==> src/rtl/counter8_seq.sv <==
// Interval-timer sequencer that owns the control pins of one counter8.
// Ports: clk, clr (async active-low reset); start/stop/periodic/start_val/
//   term_val commands; cnt_q counter feedback; cnt_clr/cnt_l/cnt_ss/cnt_d
//   counter controls; busy, done, err status pulses; periods tally.
module counter8_seq #(
    parameter int W = 8
) (
    input  logic         clk,
    input  logic         clr,
    input  logic         start,
    input  logic         stop,
    input  logic         periodic,
    input  logic [W-1:0] start_val,
    input  logic [W-1:0] term_val,
    input  logic [W-1:0] cnt_q,
    output logic         cnt_clr,
    output logic         cnt_l,
    output logic         cnt_ss,
    output logic [W-1:0] cnt_d,
    output logic         busy,
    output logic         done,
    output logic         err,
    output logic [7:0]   periods
);

    typedef enum logic [1:0] {
        CLEAR = 2'd0,
        IDLE  = 2'd1,
        LOAD  = 2'd2,
        RUN   = 2'd3
    } state_t;

    state_t       state;
    logic [W-1:0] sv_r;
    logic [W-1:0] tv_r;
    logic         per_r;
    logic         at_term;
    logic         cmd_ok;

    assign at_term = (cnt_q == tv_r);
    assign cmd_ok  = (start_val <= term_val);

    // Counter controls come straight from state so that reset forces
    // a clear onto counter8 without waiting for a clock edge.
    assign cnt_clr = (state == CLEAR);
    assign cnt_l   = (state == LOAD);
    assign cnt_d   = sv_r;
    assign cnt_ss  = (state == RUN) && !at_term;
    assign busy    = (state == LOAD) || (state == RUN);

    always_ff @(posedge clk or negedge clr) begin
        if (!clr) begin
            state   <= CLEAR;
            sv_r    <= '0;
            tv_r    <= '0;
            per_r   <= 1'b0;
            done    <= 1'b0;
            err     <= 1'b0;
            periods <= 8'd0;
        end else begin
            done <= 1'b0;
            err  <= 1'b0;
            unique case (state)
                CLEAR: begin
                    state <= IDLE;
                end
                IDLE: begin
                    if (start) begin
                        if (cmd_ok) begin
                            sv_r    <= start_val;
                            tv_r    <= term_val;
                            per_r   <= periodic;
                            periods <= 8'd0;
                            state   <= LOAD;
                        end else begin
                            err <= 1'b1;
                        end
                    end
                end
                LOAD: begin
                    if (stop) begin
                        state <= CLEAR;
                    end else begin
                        state <= RUN;
                    end
                end
                RUN: begin
                    // stop outranks a terminal seen in the same cycle
                    if (stop) begin
                        state <= CLEAR;
                    end else if (at_term) begin
                        done <= 1'b1;
                        if (per_r) begin
                            periods <= periods + 8'd1;
                            state   <= LOAD;
                        end else begin
                            state <= IDLE;
                        end
                    end
                end
                default: begin
                    state <= CLEAR;
                end
            endcase
        end
    end

endmodule

==> config.mk <==
export PLATFORM = sky130hd
export DESIGN_NAME = counter8_seq
export DESIGN_NICKNAME = d
export VERILOG_FILES = /design/src/rtl/counter8_seq.sv
export SDC_FILE = /design/constraint.sdc
export NUM_CORES = 1
export LEC_CHECK = 0
export ABC_AREA = 1
export CAP_MARGIN = 20
export CORE_UTILIZATION = 48
export CTS_CLUSTER_DIAMETER = 150
export DETAILED_ROUTE_END_ITERATION = 6
export PLACE_DENSITY = 0.91
export REMOVE_ABC_BUFFERS = 1
export SYNTH_ARGS = -nofsm -noshare
export SYNTH_HDL_FRONTEND = slang
export SYNTH_SLANG_ARGS = --single-unit
==> constraint.sdc <==
create_clock -name clk -period 1.7 [get_ports clk]
set_clock_uncertainty 0.15 [all_clocks]
set_input_delay 0.34 -clock clk [delete_from_list [all_inputs] [get_ports clk]]
set_output_delay 0.34 -clock clk [all_outputs]
set_load 0.1 [all_outputs]
==> impl_metrics.csv, run 1 <==
group,metric,value,unit
status,status,"did not finish",
status,lastStage,"global routing",
status,firstError,"[ERROR DPL-0033] detailed placement checks failed during check placement.",
synthesis,syn_avg_cell_area,8.19,um^2
sta,repair-timing-grt-worst-ep,"cnt_ss",
synthesis,ys_ff_latch,29,
place,gp_congestion,0.884,
synthesis,postSynthCellCount,220,
floorplan,die_w,63.3,um
floorplan,die_h,63.3,um
synthesis,syn_area,0.00180,mm^2
clock_network,cts_root_buffer,"clkbuf_8",
floorplan,io_pins,51,
global_route,grt_max_degree,30,
synthesis,synth_seq_area_share,0.403,
place,port_buffers,50,
sta,worstEndpointType,"primary output",
clock_network,clock-sinks,29,
place,hpwl,3.47,mm
floorplan,floorplan.initialDensity,0.519,
clock_network,numCtsBuffers,5,
global_route,antenna_found_initial,0,
floorplan,rows,21,
synthesis,ys_warn_count,0,
clock_network,cts_buffer_depth,2,
clock_network,cts_max_level,2,
synthesis,synthDistinctLibCells,25,
[through the flow]
stage	instances	cell area, um^2	setup WS (ps)	setup TNS [ps]	util
after floorplan	216	1760	-1260	-12200	-
after global placement	331	2690	-609	-16490	0.776
after detailed placement	331	2690	-686	-18230	0.776
after CTS	358	3210	-247	-247	0.924
[Yosys cell counts, drive strengths merged]
library cell | number | area [um^2]
nand3 | 7 | 65.1
ha | 9 | 113
nand4 | 12 | 81.3
dfrtp | 29 | 726
buf | 3 | 33.8
a31oi | 1 | 6.26
xnor2 | 7 | 61.3
o21ai | 21 | 180
dlygate4sd1 | 1 | 8.76
nor2 | 23 | 98.8
a21o | 1 | 7.51
or2 | 1 | 6.26
inv | 35 | 131
a21oi | 4 | 20.0
nand2 | 65 | 257
o22ai | 1 | 6.26
[what timing repair did]
action | in CTS
buffers inserted | 15
resized for setup | 111
cloned | 4
setup endpoints to repair | 31
pin swaps | 36
hold buffers | 0
[logic make-up after synthesis]
logic type | count (synthesis) | synth area share
AO/OA/AOI/OAI | 28 | 0.122
XOR/XNOR | 7 | 0.0340
adder cells (fa/ha/maj) | 9 | 0.0625
buffers and inverters | 39 | 0.0965
flip-flops | 29 | 0.403
AND/OR/NAND/NOR | 108 | 0.282
==> inputs of run 2 (changes only) <==
- CORE_UTILIZATION: 48 -> 34
- CTS_CLUSTER_DIAMETER: 150 -> unset
- PLACE_DENSITY: 0.91 -> unset
- PLACE_DENSITY_LB_ADDON: unset -> 0.15
==> impl_metrics.csv, run 2 <==
group,metric,value,unit
floorplan,rows,26,
global_route,grt_use_total,0.187,
sta,rsz0062_at_grt,"yes",
clock_network,clk_latency,280,ps
critical_path,cp-start-kind,"register",
cells_and_area,area_delta_synth_final,84.1,%
synthesis,synth_xor_area_frac,0.0340,
synthesis,synth_edf_count,0,
detailed_routing,routed_wl,4.82,mm
sta,maxSlewHeadroom,0.825,
flow_run,cap_violations,0,
global_route,antenna_found_initial,0,
critical_path,reg2reg_from,"tv_r[0]",
synthesis,postSynthCellCount,220,
synthesis,synthFlopType,"dfrtp_1",
synthesis,synth_common_cells,"nand2_1 (60), inv_1 (34), dfrtp_1 (29), nor2_1 (20), o21ai_2 (17)",
critical_path,required,1210,ps
place,dpl_cell_area,0.00274,mm^2
synthesis,synthMuxAreaShare,0,
synthesis,synth_top_area_frac,0.403,
place,hpwl,2.98,mm
cells_and_area,fillerInstances,422,
clock_network,cts_buffer_depth,2,
power,vdd_drop_max,0.00157,V
critical_path,r2r_slack,-10,ps
sta,setup_viol,3,
synthesis,synthSimpleGateAreaFrac,0.282,
cells_and_area,antenna_cells,0,
synthesis,syn_area,0.00180,mm^2
detailed_routing,drt_first_iter_violations,86,
power,cellLeakagePower,1.66,nW
floorplan,dieArea,0.00559,mm^2
clock_network,cts_root_buffer,"clkbuf_8",
cells_and_area,final_common_cell,"nand2_1",
detailed_routing,via_per_inst,4.59,
floorplan,floorplan.initialDensity,0.353,
global_route,grt_pass1_vias,1740,
power,pwr_density_cell,1570,mW/mm^2
floorplan,io_pins,51,
synthesis,synth_top_family_by_area,"simple AND/OR/NAND/NOR gates",
cells_and_area,fin_nets,357,
synthesis,synthArstFlopShare,1.00,
min_path,holdCritStartpoint,"start_val[7]",
floorplan,coreArea,0.00511,mm^2
detailed_routing,routedWlPerCell,12.4,um
clock_network,postCtsHoldBufs,0,
critical_path,crit_fanout,2,
detailed_routing,vias,1786,
synthesis,synthDistinctLibCells,25,
sta,max_freq,518,MHz
synthesis,synth_seq_area_share,0.403,
sta,whs,162,ps
min_path,hold_class,"in -> reg",
cells_and_area,final_cell_mix,"nand2_1 (39), buf_4 (36), dfrtp_1 (28)",
status,violations,"negative setup slack",
min_path,whs_endpoint,"cnt_d[7]",
critical_path,critPathCaptureType,"primary output",
sta,min_period,1930,ps
critical_path,r2r-end,"periods[7]",
clock_network,clock-sinks,29,
detailed_routing,drc_errors,0,
sta,hold_violations,0,
place,gp_congestion,0.751,
clock_network,numCtsBuffers,5,
sta,drv_slew,0,
clock_network,cts_tree,"done",
synthesis,ys_ff_latch,29,
floorplan,die_w,74.8,um
min_path,min_path_cells,3,
sta,worst_slew_pin_slew,262,ps
critical_path,path_class,"reg -> out",
sta,finalCritPeriodShare,1.14,
critical_path,worst_ep_arrival_time,1440,ps
floorplan,die_h,74.8,um
synthesis,synth_most_common_cell,"nand2_1",
place,port_buffers,50,
synthesis,synth_compound_area_frac,0.122,
sta,worst_slack,-230,ps
synthesis,ys_warn_count,0,
critical_path,r2r_cells,10,
synthesis,synth_fa_ha_area_frac,0.0625,
clock_network,clkSlewWorstSetupHoldPaths,60,ps
synthesis,syn_avg_cell_area,8.19,um^2
synthesis,synth_top_area_cell,"dfrtp_1",
cells_and_area,drive_gt1_frac,0.533,
global_route,grt_max_degree,30,
clock_network,cts_max_level,2,
global_route,grt-ovfl-total,0,
global_route,grt_first_pass_wirelength,7.80,mm
detailed_routing,ant_nets,0,
synthesis,synthTopCellsByArea,"dfrtp_1 (40%), nand2_1 (13%), o21ai_2 (8.3%)",
detailed_routing,firstDrtPassIters,4,
cells_and_area,fin_area,0.00332,mm^2
status,status,"finished, violations left",
## run 2: metrics by stage
stage               setup TNS, ps  total power [mW]  setup WS [ps]  cells  utilization
finish                       -236              5.21           -230    389        0.649
global route                -1220              5.50           -317    389        0.649
CTS                          -761              5.05           -327    381        0.627
detailed placement         -16760              4.17           -631    356        0.537
global placement           -16530              4.14           -633    356        0.537
floorplan                  -12200              3.03          -1260    216            -
## run 2: what timing repair did
action,4_1_cts,5_1_grt
cloned,3,1
endpoints found under the setup margin,30,29
pin swaps,9,33
gates resized for setup,85,56
setup buffers,15,9
## run 2: final cells by class
type | count | area (um^2) | share of cell area
multi-input cells | 153 | 1160 | 0.351
repair buffers | 95 | 1120 | 0.336
flip-flops and latches | 29 | 727 | 0.219
inverters | 35 | 136 | 0.0411
well taps | 70 | 87.6 | 0.0264
clock buffers | 7 | 86.3 | 0.0260
## run 2: critical path, stage by stage, from the launching register on
cell     delay (ps)
dfrtp_1         410
xnor2_1         180
nand2_1          70
nor2_1          120
nand2_2          80
nand2_2          90
inv_2            50
buf_12          160
## run 2: kinds of logic (layout without fill, tap and decap cells)
family | Yosys count | count (layout)
fa+ha+maj | 9 | 9
simple gates | 108 | 109
buf+inv | 39 | 137
xor+xnor | 7 | 7
flops | 29 | 29
compound gates | 28 | 28
## run 2: layer usage
| metal | vias to the layer above | part of all wire | global-route usage | routed length [um] |
|---|---|---|---|---|
| met3 | 9 | 0.040 | 0.0428 | 195 |
| met1 | 835 | 0.45 | 0.242 | 2160 |
| met5 | - | 0 | 0 | 0 |
| li1 | 902 | - | - | - |
| met4 | 0 | 0.020 | 0.0671 | 97 |
| met2 | 40 | 0.49 | 0.304 | 2360 |
## run 2: worst max-delay path by stage
stage,from,endpoint,slack [ps]
final,tv_r[0],cnt_ss,-230
after global routing,tv_r[0],cnt_ss,-320
after CTS,cnt_q[7],cnt_ss,-330
after detailed placement,term_val[5],periods[0],-630
after global placement,term_val[5],periods[0],-630
after floorplan,state[1],cnt_l,-1260
## run 2: where the power goes
| part | switching, mW | total (mW) | leakage (nW) | internal, mW |
|---|---|---|---|---|
| clock network | 0.254 | 0.574 | 0.0443 | 0.320 |
| registers | 0.287 | 1.22 | 0.374 | 0.928 |
| logic | 2.03 | 3.42 | 1.24 | 1.39 |
No activity file was read; power rests on OpenSTA's default activity.
==> inputs of run 3 (changes only) <==
- REMOVE_ABC_BUFFERS: 1 -> unset
==> impl_metrics.csv, run 3 (synthesis gave the netlist of run 2 again) <==
group,metric,value,unit
status,status,"finished, violations left",
status,violations,"negative setup slack",
cells_and_area,final_cell_mix,"nand2_1 (43), buf_4 (26), inv_1 (25), buf_12 (25), dfrtp_1 (22)",
sta,min_period,2040,ps
sta,whs,155,ps
global_route,grt_first_pass_wirelength,7.70,mm
clock_network,clkSlewWorstSetupHoldPaths,60,ps
detailed_routing,vias,1727,
floorplan,coreArea,0.00511,mm^2
critical_path,cp_top_family,"simple AND/OR/NAND/NOR gates",
place,hpwl,3.02,mm
min_path,hold_class,"in -> reg",
floorplan,io_pins,51,
cells_and_area,fin_nets,347,
clock_network,cts_buffer_depth,2,
critical_path,r2r_cells,9,
global_route,grt-ovfl-total,0,
synthesis,syn_nets,258,
critical_path,cp-start-kind,"register",
sta,worst_slew_pin_slew,245,ps
critical_path,cpPeakStageDelay,400,ps
place,port_buffers,50,
clock_network,clock-sinks,29,
cells_and_area,drive_gt1_frac,0.516,
sta,drv_slew,0,
min_path,whs_endpoint,"cnt_d[7]",
clock_network,cts_root_buffer,"clkbuf_8",
critical_path,r2r_slack,0,ps
critical_path,critPathCaptureType,"primary output",
detailed_routing,firstDrtPassIters,4,
flow_run,cap_violations,0,
critical_path,cp_num_buf_inv,2,
global_route,antenna_found_initial,0,
sta,hold_violations,0,
floorplan,dieArea,0.00559,mm^2
cells_and_area,final_common_cell,"nand2_1",
clock_network,cts_max_level,2,
clock_network,clk_latency,280,ps
critical_path,crit_path_top_delay_cell,"dfrtp_1",
power,cellLeakagePower,1.56,nW
clock_network,postCtsHoldBufs,0,
sta,max_freq,490,MHz
critical_path,cp-startpoint,"tv_r[4]",
global_route,grt_max_degree,30,
sta,maxSlewHeadroom,0.837,
sta,rsz0062_at_grt,"yes",
min_path,min_path_cells,3,
critical_path,r2r-end,"periods[7]",
floorplan,floorplan.initialDensity,0.353,
global_route,grt_use_total,0.186,
detailed_routing,drc_errors,0,
critical_path,required,1210,ps
critical_path,reg2reg_from,"tv_r[4]",
floorplan,die_w,74.8,um
sta,setup_viol,3,
min_path,holdCritStartpoint,"start_val[7]",
power,pwr_density_cell,1610,mW/mm^2
clock_network,numCtsBuffers,5,
detailed_routing,routed_wl,4.53,mm
critical_path,crit_fanout,3,
global_route,grt_pass1_vias,1703,
sta,worst_slack,-340,ps
sta,finalCritPeriodShare,1.20,
critical_path,worstPathCellList,"xnor2_1 -> nand2_1 -> nor2_4 -> nand2_4 -> nand2_4 -> clkinvlp_4 -> buf_12",
cells_and_area,fillerInstances,425,
clock_network,cts_tree,"done",
detailed_routing,routedWlPerCell,11.9,um
critical_path,path_class,"reg -> out",
detailed_routing,via_per_inst,4.54,
power,power,5.29,mW
floorplan,rows,26,
cells_and_area,area_delta_synth_final,82.3,%
cells_and_area,antenna_cells,0,
detailed_routing,ant_nets,0,
floorplan,die_h,74.8,um
critical_path,worst_ep_arrival_time,1550,ps
detailed_routing,drt_first_iter_violations,111,
power,vdd_drop_max,0.00113,V
critical_path,critPathMostFrequentCell,"nand2_4",
place,gp_congestion,0.774,
## run 3: cell types whose count changed in the layout (fill, tap and decap cells not counted), sizes merged
cell          previous run  this run
buf                     76        74
clkbuf                  14         8
clkinvlp                 0         1
dlygate4sd2              0         8
dlymetal6s2s             8         0
inv                     35        34
nand3                    8         7
## run 3: area by class of cell
class                   count  area [um^2]  share of cell area
inverters                  35          148              0.0450
flip-flops and latches     29          739               0.225
repair buffers             86         1060               0.323
clock buffers               8         90.1              0.0274
well taps                  70         87.6              0.0267
multi-input cells         152         1160               0.353
## run 3: stage by stage
step,instances,setup slack [ps],util,area (um^2),TNS [ps]
final,380,-340,0.643,3280,-384
after global routing,380,-418,0.643,3280,-1940
after CTS,377,-314,0.628,3210,-314
after detailed placement,355,-633,0.559,2850,-17010
after global placement,355,-614,0.559,2850,-16540
after floorplan,220,-109,-,1930,-109
## run 3: worst min-delay path, stage by stage
cell and delay [ps]:
buf_6 100, inv_1 60, o21ai_2 50
## run 3: how the worst max path moves through the flow
stage / cells past startpoint / to / slack (ps)
floorplan: 6 / cnt_ss / -110
global placement: 12 / tv_r[2] / -610
detailed placement: 12 / per_r / -630
CTS: 7 / cnt_ss / -310
global route: 9 / cnt_ss / -420
finish: 7 / cnt_ss / -340
## run 3: power breakdown
| group | total (mW) | leakage [nW] | internal (mW) | switching [mW] |
|---|---|---|---|---|
| clock | 0.583 | 0.0455 | 0.330 | 0.254 |
| sequential | 1.20 | 0.363 | 0.940 | 0.264 |
| combinational | 3.51 | 1.16 | 1.43 | 2.08 |
## run 3: metal layers
layer	track usage	up-vias	part of all wire
li1	-	878	-
met1	0.226	805	0.44
met2	0.325	38	0.51
met3	0.0469	6	0.034
met4	0.0566	0	0.015
met5	0	-	0
## run 3: repair_timing
action | CTS | global route
resized for setup | 110 | 18
endpoints found under the setup margin | 28 | 27
buffers inserted | 10 | 4
pin swaps | 27 | 16
gates cloned | 4 | 0
==> inputs of run 4 (changes only) <==
- HOLD_SLACK_MARGIN: unset -> 0.05
==> results of run 4 <==
Final layout, timing and power as in run 3 (identical DEF).
